<file path="src/rtl/led_frame_bank_sched.sv">
// Triple-buffer bank scheduler between the LED capture writer and the PWM scan-out reader.
// Tracks per-bank ownership and drives bank selects, base addresses and drop/repeat statistics.
module led_frame_bank_sched #(
  parameter int unsigned FRAME_WORDS = 512,
  parameter int unsigned AW          = 11,
  parameter int unsigned CW          = 8
) (
  input  logic          GCK,
  input  logic          rst_n,
  input  logic          wr_start,
  input  logic          wr_done,
  input  logic          rd_frame,
  input  logic          mode,
  output logic [1:0]    wr_bank,
  output logic [AW-1:0] wr_base,
  output logic          wr_busy,
  output logic [1:0]    rd_bank,
  output logic [AW-1:0] rd_base,
  output logic          rd_valid,
  output logic          new_frame,
  output logic          err_overrun,
  output logic [CW-1:0] drop_cnt,
  output logic [CW-1:0] repeat_cnt
);

  localparam int unsigned   NB      = 3;
  localparam logic [AW-1:0] FW_A    = AW'(FRAME_WORDS);
  localparam logic [CW-1:0] CNT_MAX = '1;

  typedef enum logic [1:0] {
    B_FREE,
    B_WRITING,
    B_READY,
    B_READING
  } bank_st_e;

  bank_st_e      st_q [NB];
  bank_st_e      st_d [NB];
  logic [1:0]    wr_bank_q, wr_bank_d;
  logic [AW-1:0] wr_base_q, wr_base_d;
  logic          wr_busy_q, wr_busy_d;
  logic [1:0]    rd_bank_q, rd_bank_d;
  logic [AW-1:0] rd_base_q, rd_base_d;
  logic          rd_valid_q, rd_valid_d;
  logic          new_frame_q, new_frame_d;
  logic          err_overrun_q, err_overrun_d;
  logic [CW-1:0] drop_cnt_q, drop_cnt_d;
  logic [CW-1:0] repeat_cnt_q, repeat_cnt_d;
  logic          phase_q, phase_d;

  logic          swap_opp_c;
  logic [NB-1:0] free_pre_c;
  logic          rdy_found_c;
  logic [1:0]    rdy_idx_c;
  logic [1:0]    alloc_idx_c;

  // Ordered per-cycle update: completion, then reader swap, then allocation from the pre-swap free set.
  always_comb begin
    for (int unsigned i = 0; i < NB; i++) st_d[i] = st_q[i];
    wr_bank_d     = wr_bank_q;
    wr_busy_d     = wr_busy_q;
    rd_bank_d     = rd_bank_q;
    rd_valid_d    = rd_valid_q;
    new_frame_d   = 1'b0;
    err_overrun_d = 1'b0;
    drop_cnt_d    = drop_cnt_q;
    repeat_cnt_d  = repeat_cnt_q;
    free_pre_c    = '0;
    rdy_found_c   = 1'b0;
    rdy_idx_c     = 2'd0;
    alloc_idx_c   = 2'd0;

    swap_opp_c = rd_frame & (~mode | phase_q);
    if (!mode) begin
      phase_d = 1'b0;
    end else if (rd_frame) begin
      phase_d = ~phase_q;
    end else begin
      phase_d = phase_q;
    end

    if (wr_done && wr_busy_q) begin
      for (int unsigned i = 0; i < NB; i++) begin
        if (st_d[i] == B_READY) begin
          st_d[i] = B_FREE;
          if (drop_cnt_q != CNT_MAX) drop_cnt_d = drop_cnt_q + CW'(1);
        end
      end
      st_d[wr_bank_q] = B_READY;
      wr_busy_d       = 1'b0;
    end

    for (int unsigned i = 0; i < NB; i++) free_pre_c[i] = (st_d[i] == B_FREE);

    if (swap_opp_c) begin
      for (int unsigned i = 0; i < NB; i++) begin
        if (st_d[i] == B_READY) begin
          rdy_found_c = 1'b1;
          rdy_idx_c   = 2'(i);
        end
      end
      if (rdy_found_c) begin
        st_d[rd_bank_q] = B_FREE;
        st_d[rdy_idx_c] = B_READING;
        rd_bank_d       = rdy_idx_c;
        rd_valid_d      = 1'b1;
        new_frame_d     = 1'b1;
      end else if (rd_valid_q && (repeat_cnt_q != CNT_MAX)) begin
        repeat_cnt_d = repeat_cnt_q + CW'(1);
      end
    end

    if (wr_start) begin
      if (wr_busy_d) begin
        err_overrun_d = 1'b1;
      end else begin
        for (int i = int'(NB) - 1; i >= 0; i--) begin
          if (free_pre_c[i]) alloc_idx_c = 2'(i);
        end
        st_d[alloc_idx_c] = B_WRITING;
        wr_bank_d         = alloc_idx_c;
        wr_busy_d         = 1'b1;
      end
    end

    wr_base_d = AW'(wr_bank_d) * FW_A;
    rd_base_d = AW'(rd_bank_d) * FW_A;
  end

  always_ff @(posedge GCK or negedge rst_n) begin
    if (!rst_n) begin
      st_q[0]       <= B_FREE;
      st_q[1]       <= B_FREE;
      st_q[2]       <= B_READING;
      wr_bank_q     <= 2'd0;
      wr_base_q     <= '0;
      wr_busy_q     <= 1'b0;
      rd_bank_q     <= 2'd2;
      rd_base_q     <= AW'(2) * FW_A;
      rd_valid_q    <= 1'b0;
      new_frame_q   <= 1'b0;
      err_overrun_q <= 1'b0;
      drop_cnt_q    <= '0;
      repeat_cnt_q  <= '0;
      phase_q       <= 1'b0;
    end else begin
      for (int unsigned i = 0; i < NB; i++) st_q[i] <= st_d[i];
      wr_bank_q     <= wr_bank_d;
      wr_base_q     <= wr_base_d;
      wr_busy_q     <= wr_busy_d;
      rd_bank_q     <= rd_bank_d;
      rd_base_q     <= rd_base_d;
      rd_valid_q    <= rd_valid_d;
      new_frame_q   <= new_frame_d;
      err_overrun_q <= err_overrun_d;
      drop_cnt_q    <= drop_cnt_d;
      repeat_cnt_q  <= repeat_cnt_d;
      phase_q       <= phase_d;
    end
  end

  assign wr_bank     = wr_bank_q;
  assign wr_base     = wr_base_q;
  assign wr_busy     = wr_busy_q;
  assign rd_bank     = rd_bank_q;
  assign rd_base     = rd_base_q;
  assign rd_valid    = rd_valid_q;
  assign new_frame   = new_frame_q;
  assign err_overrun = err_overrun_q;
  assign drop_cnt    = drop_cnt_q;
  assign repeat_cnt  = repeat_cnt_q;

endmodule

</file>
<file path="config.mk">
export PLATFORM = sky130hd
export DESIGN_NAME = led_frame_bank_sched
export DESIGN_NICKNAME = d
export VERILOG_FILES = /design/src/rtl/led_frame_bank_sched.sv
export SDC_FILE = /design/constraint.sdc
export NUM_CORES = 1
export LEC_CHECK = 0
export BUFFER_PORTS_ARGS = -buffer_cell sky130_fd_sc_hd__buf_2
export CAP_MARGIN = 10
export CORE_MARGIN = 8
export CORE_UTILIZATION = 51
export CTS_CLUSTER_SIZE = 30
export DETAILED_ROUTE_END_ITERATION = 10
export PLACE_DENSITY_LB_ADDON = 0.2
export SLEW_MARGIN = 10
export SYNTH_ARGS = -nofsm -noshare
export SYNTH_HDL_FRONTEND = slang
export SYNTH_SLANG_ARGS = --single-unit
</file>
<file path="constraint.sdc">
create_clock -name GCK -period 2.83 [get_ports GCK]
set_clock_uncertainty 0.15 [all_clocks]
set_input_delay 0.566 -clock GCK [delete_from_list [all_inputs] [get_ports GCK]]
set_output_delay 0.566 -clock GCK [all_outputs]
set_load 0.01 [all_outputs]
</file>
After elaboration in Yosys (flattened, before gate mapping)
Cells that the tools add are included.
Widths: inputs -> output; s select.
{"block": "word_totals", "ff_bits": 31, "output_inout_bits": 46, "inputBits": 6, "word_cells": 109}
{"block": "op_classes", "n_mux": 47, "bitwise": 19, "addsub": 2, "n_reduce_logical": 12, "n_lt_le_gt_ge": 8, "eq_ne": 9}
{"cell": "$mux 8", "count": 6}
{"cell": "$mux 2", "count": 19}
{"cell": "$mux 6", "count": 5}
{"cell": "$add 8x1->8 const B", "count": 2}
{"cell": "$demux 2 s2", "count": 4}
{"cell": "$ne 8x8->1 const B", "count": 2}
{"cell": "$mux 1", "count": 13}
{"cell": "$eq 2x2->1 const B", "count": 6}
{"cell": "$ge 3x3->1 const B", "count": 4}
{"cell": "$lt 3x1->1 const B", "count": 4}
{"cell": "$not 2->3", "count": 4}
{"cell": "$and 3x3->3", "count": 2}
{"cell": "$and 6x6->6", "count": 1}
{"cell": "$logic_and 1x1->1", "count": 6}
{"cell": "$logic_not 2->1", "count": 3}
{"cell": "$not 3->3", "count": 2}
{"cell": "$not 6->6", "count": 1}
{"cell": "$or 3x3->3", "count": 2}
{"cell": "$or 6x6->6", "count": 1}
{"cell": "$not 1->1", "count": 4}
{"cell": "$reduce_and 2->1", "count": 2}
{"cell": "$reduce_and 3->1", "count": 1}
{"cell": "$ne 2x2->1 const B", "count": 1}
{"cell": "$and 1x1->1", "count": 1}
{"cell": "$or 1x1->1", "count": 1}

Longest topological paths before layout
{"block": "logic_depth", "depth_word": 23, "mapped_depth": 7, "ltp_nobuf": 6}

Least setup slack after synthesis
OpenSTA, ideal clock, no wires.
{"block": "synth_timing", "kind": "input to register", "from": "in wr_done", "to": "reg st_q[0] in the netlist's numbering", "t_required_ps": 2605, "setup_time_ps": 75, "cell_stages": 7, "path_slack_ps": 753, "arrival_time_ps": 1852, "path_buffers": 2, "cell_sequence": "buf_4 and4b_4 a21oi_2 and3_1 buf_6 or4b_4 o211ai_2"}
{"element": "from (decl)", "line_no": "11", "rtl": "input logic wr_done,"}
{"element": "to (decl)", "line_no": "37", "rtl": "bank_st_e st_q [NB];"}

==> run summary <==
Fraction of the cycle the final worst path needs -> 75.0%
Final Hold Fails -> 0
RSZ-0062 raised after global routing -> false
Crit path max fanout -> 8
GPL Wtd Cong -> 0.806
First-pass GRT wire length -> 5780 um
Class of the most critical hold timing path -> in2async
Sum of overflow across all layers after global routing -> 0
Most common library cell in the layout ignoring fill and taps -> sky130_fd_sc_hd__buf_2
Post-CTS sizing -> 0
Category of the most critical setup path -> reg2reg
Number of post-CTS setup repair buffers -> 0
Full die area -> 0.00549 sq mm
CTS max path bufs -> 2
Result of the run -> finished clean
Launch point of the worst reg-to-reg path -> wr_base[10]
Floorplan die width -> 74.1 um
Ranking of synthesized cells by area -> sky130_fd_sc_hd__dfrtp_1 (41%), sky130_fd_sc_hd__buf_4 (10%), sky130_fd_sc_hd__xnor2_1 (5.6%)
Cell Area, Synth -> 0.00172 sq mm
Endpoint class of the critical path -> flop
Ant. Diodes -> 0
Xor and xnor area share after synthesis -> 6.10%
Die height -> 74.1 um
Most used cells in the layout excluding fill and tap cells -> sky130_fd_sc_hd__buf_2 (33), sky130_fd_sc_hd__dfrtp_1 (28), sky130_fd_sc_hd__conb_1 (18), sky130_fd_sc_hd__nand2_1 (12), sky130_fd_sc_hd__xnor2_1 (11)
Fraction of final layout cells with drive strength greater than 1 -> 26.2%
Adder and majority gate portion of the synthesized area -> 1.45%
Antenna violations before repair -> 0
Simple-gate share of the synthesized area -> 21.0%
I/O pins -> 52
Via total after detailed routing -> 1277
GRT Resource Usage Total -> 13.4%
Worst Path Required -> 2.90 ns
Mux share of post-synthesis cell area -> 1.31%
Count of pins over their slew limit -> 0
Core Box Area -> 0.00328 sq mm
Sequential share of the synthesized area -> 45.2%
Post-layout nets -> 209
CP Data Arrival Time -> 2.19 ns
Worst-case vdd ir drop -> 521 uV
Starting DRT DRC Count -> 50
#FFs+latches synth -> 31
End of the worst register-to-register path -> st_q[2]
Critical Path, Cell by Cell -> and4b_4 > a21oi_2 > a31oi_2 > nand3b_1 > a311o_1
Number of distinct library cells after synthesis -> 49
Delay of the slowest cell on the worst path -> 0.46 ns
Clock-pin slew on the worst setup and hold paths -> 0.10 ns
Cells after synthesis -> 168
DR pass1 iterations -> 4
Setup crit start kind -> flop
Number of nets with antenna violations after detailed routing -> 0
Power density over the cells -> 946 mW/mm^2
Main combinational cell family by area after synthesis -> simple AND/OR/NAND/NOR gates
Crit-path leading delay family -> compound AO/OA/AOI/OAI gates
Slowest library cell on the worst path -> sky130_fd_sc_hd__dfrtp_1
Period minus WS final -> 2.12 ns
Largest net degree at the start of global routing -> 32
Clock root buffer master -> sky130_fd_sc_hd__clkbuf_4
Final wirelength -> 3490 um
Layout area overhead -> 11.0%
Flop2flop setup slack -> 0.71 ns
Source-to-sink clock delay at the later pin of the worst-skew pair -> 0.33 ns
Fmax -> 471 MHz
Primary flip-flop cell chosen by synthesis mapping -> sky130_fd_sc_hd__dfrtp_1
Row count -> 21
Number of buffers inserted for hold repair after clock tree synthesis -> 0
Compound-gate portion of the synthesized area -> 12.5%
Final count of negative-setup-slack endpoints -> 0
Cell leakage power -> 0.000924 uW
Drc violations -> 0
Share of flip-flops with an asynchronous set or reset after synthesis -> 100%
Setup TNS Final -> 0 ns
Total of warnings raised by yosys -> 0
Count of flip-flops with a built-in enable after synthesis -> 0
Count of buffering cells on the critical path with inverters included -> 0
Actual slew at the worst max-slew pin -> 0.682 ns
Final Util -> 58.2%
Vias per std cell -> 5.15
Leading area contributor after synthesis -> sky130_fd_sc_hd__dfrtp_1
Starting density of the core -> 52.5%
Number of H-tree levels -> 2
Max-cap violation count -> 0
Clock buffer count from CTS -> 5
Wirelength per Cell -> 14.1 um
Number of clock sinks -> 31
Via count of the first global-routing pass -> 1251
Slew headroom -> 54.5%
Top-area cell type share of the netlist area -> 40.7%
Worst R2R Path Depth -> 5
Port-buffer cells -> 33
Dpl hpwl -> 2620 um
Per-instance average area after synthesis -> 10.3 sq um
Clock tree from TritonCTS -> done
[report_power, final]
part | internal [uW] | switching [uW]
Clock | 209 | 153
Combinational | 314 | 376
Sequential | 600 | 156
Total | 1120 | 685
[flip-flops by register name (all words and copies together), names as in the netlist, 2 cells and up, named ones only]
signal      cells
wr_base         2
rd_bank         2
st_q            6
drop_cnt        6
repeat_cnt      8
[cell type report]
class	count	area, sq um
Clock buffer	6	51.3
Clock inverter	2	35.0
Fill cell	310	1370
Inverter	5	18.8
Multi-Input combinational cell	124	797
Sequential cell	31	779
Tap cell	46	57.6
Timing Repair Buffer	34	173
[through the flow]
| step | setup slack [ns] | cells | cell area (sq um) | total power [uW] | hold WS [ns] |
|---|---|---|---|---|---|
| global placement | 0.641 | 240 | 1830 | 1430 | 0.338 |
| finish | 0.708 | 248 | 1910 | 1810 | 0.112 |
| detailed placement | 0.547 | 240 | 1830 | 1460 | 0.346 |
| CTS | 0.729 | 248 | 1910 | 1830 | 0.117 |
| floorplan | 0.753 | 185 | 1790 | 1280 | 0.120 |
| global route | 0.569 | 248 | 1910 | 1940 | 0.154 |
[synth_stat cells, types with 3 or more instances]
library cell              instances
sky130_fd_sc_hd__and3_1           4
sky130_fd_sc_hd__nand2_1         12
sky130_fd_sc_hd__nor2b_1          4
sky130_fd_sc_hd__nor3b_1          3
sky130_fd_sc_hd__dfstp_2          3
sky130_fd_sc_hd__inv_1            5
sky130_fd_sc_hd__nor2_1           9
sky130_fd_sc_hd__dfrtp_1         28
sky130_fd_sc_hd__nand3_1          6
sky130_fd_sc_hd__nor3_1           3
sky130_fd_sc_hd__xnor2_1         11
sky130_fd_sc_hd__nand4_1          5
sky130_fd_sc_hd__a21oi_1          4
sky130_fd_sc_hd__o21ai_0          3
sky130_fd_sc_hd__buf_4           24
[worst max path at each step]
stage | start | cells past startpoint | slack (ns) | end
4_1_cts | wr_base[10] | 5 | 0.73 | st_q[2]
5_1_grt | wr_base[10] | 5 | 0.57 | st_q[2]
2_1_floorplan | wr_done | 7 | 0.75 | st_q[0]
6_report | wr_base[10] | 5 | 0.71 | st_q[2]
3_3_place_gp | wr_done | 6 | 0.64 | repeat_cnt[1]
3_5_place_dp | wr_done | 6 | 0.55 | st_q[2]
[routing by layer]
metal	track usage, %	routed length (um)
met1	16.5	1560
met2	20.5	1590
met3	4.99	284
met4	5.32	55
met5	0	0
[cell families (layout without fill, tap and decap cells)]
logic type | after synthesis | in the layout
AO/OA/AOI/OAI | 28 | 28
XOR/XNOR | 12 | 12
adder cells (fa/ha/maj) | 2 | 2
buffers and inverters | 30 | 47
flip-flops | 31 | 31
multiplexers | 2 | 2
other | 1 | 18
AND/OR/NAND/NOR | 62 | 62
(Power assumes the default switching activity.)
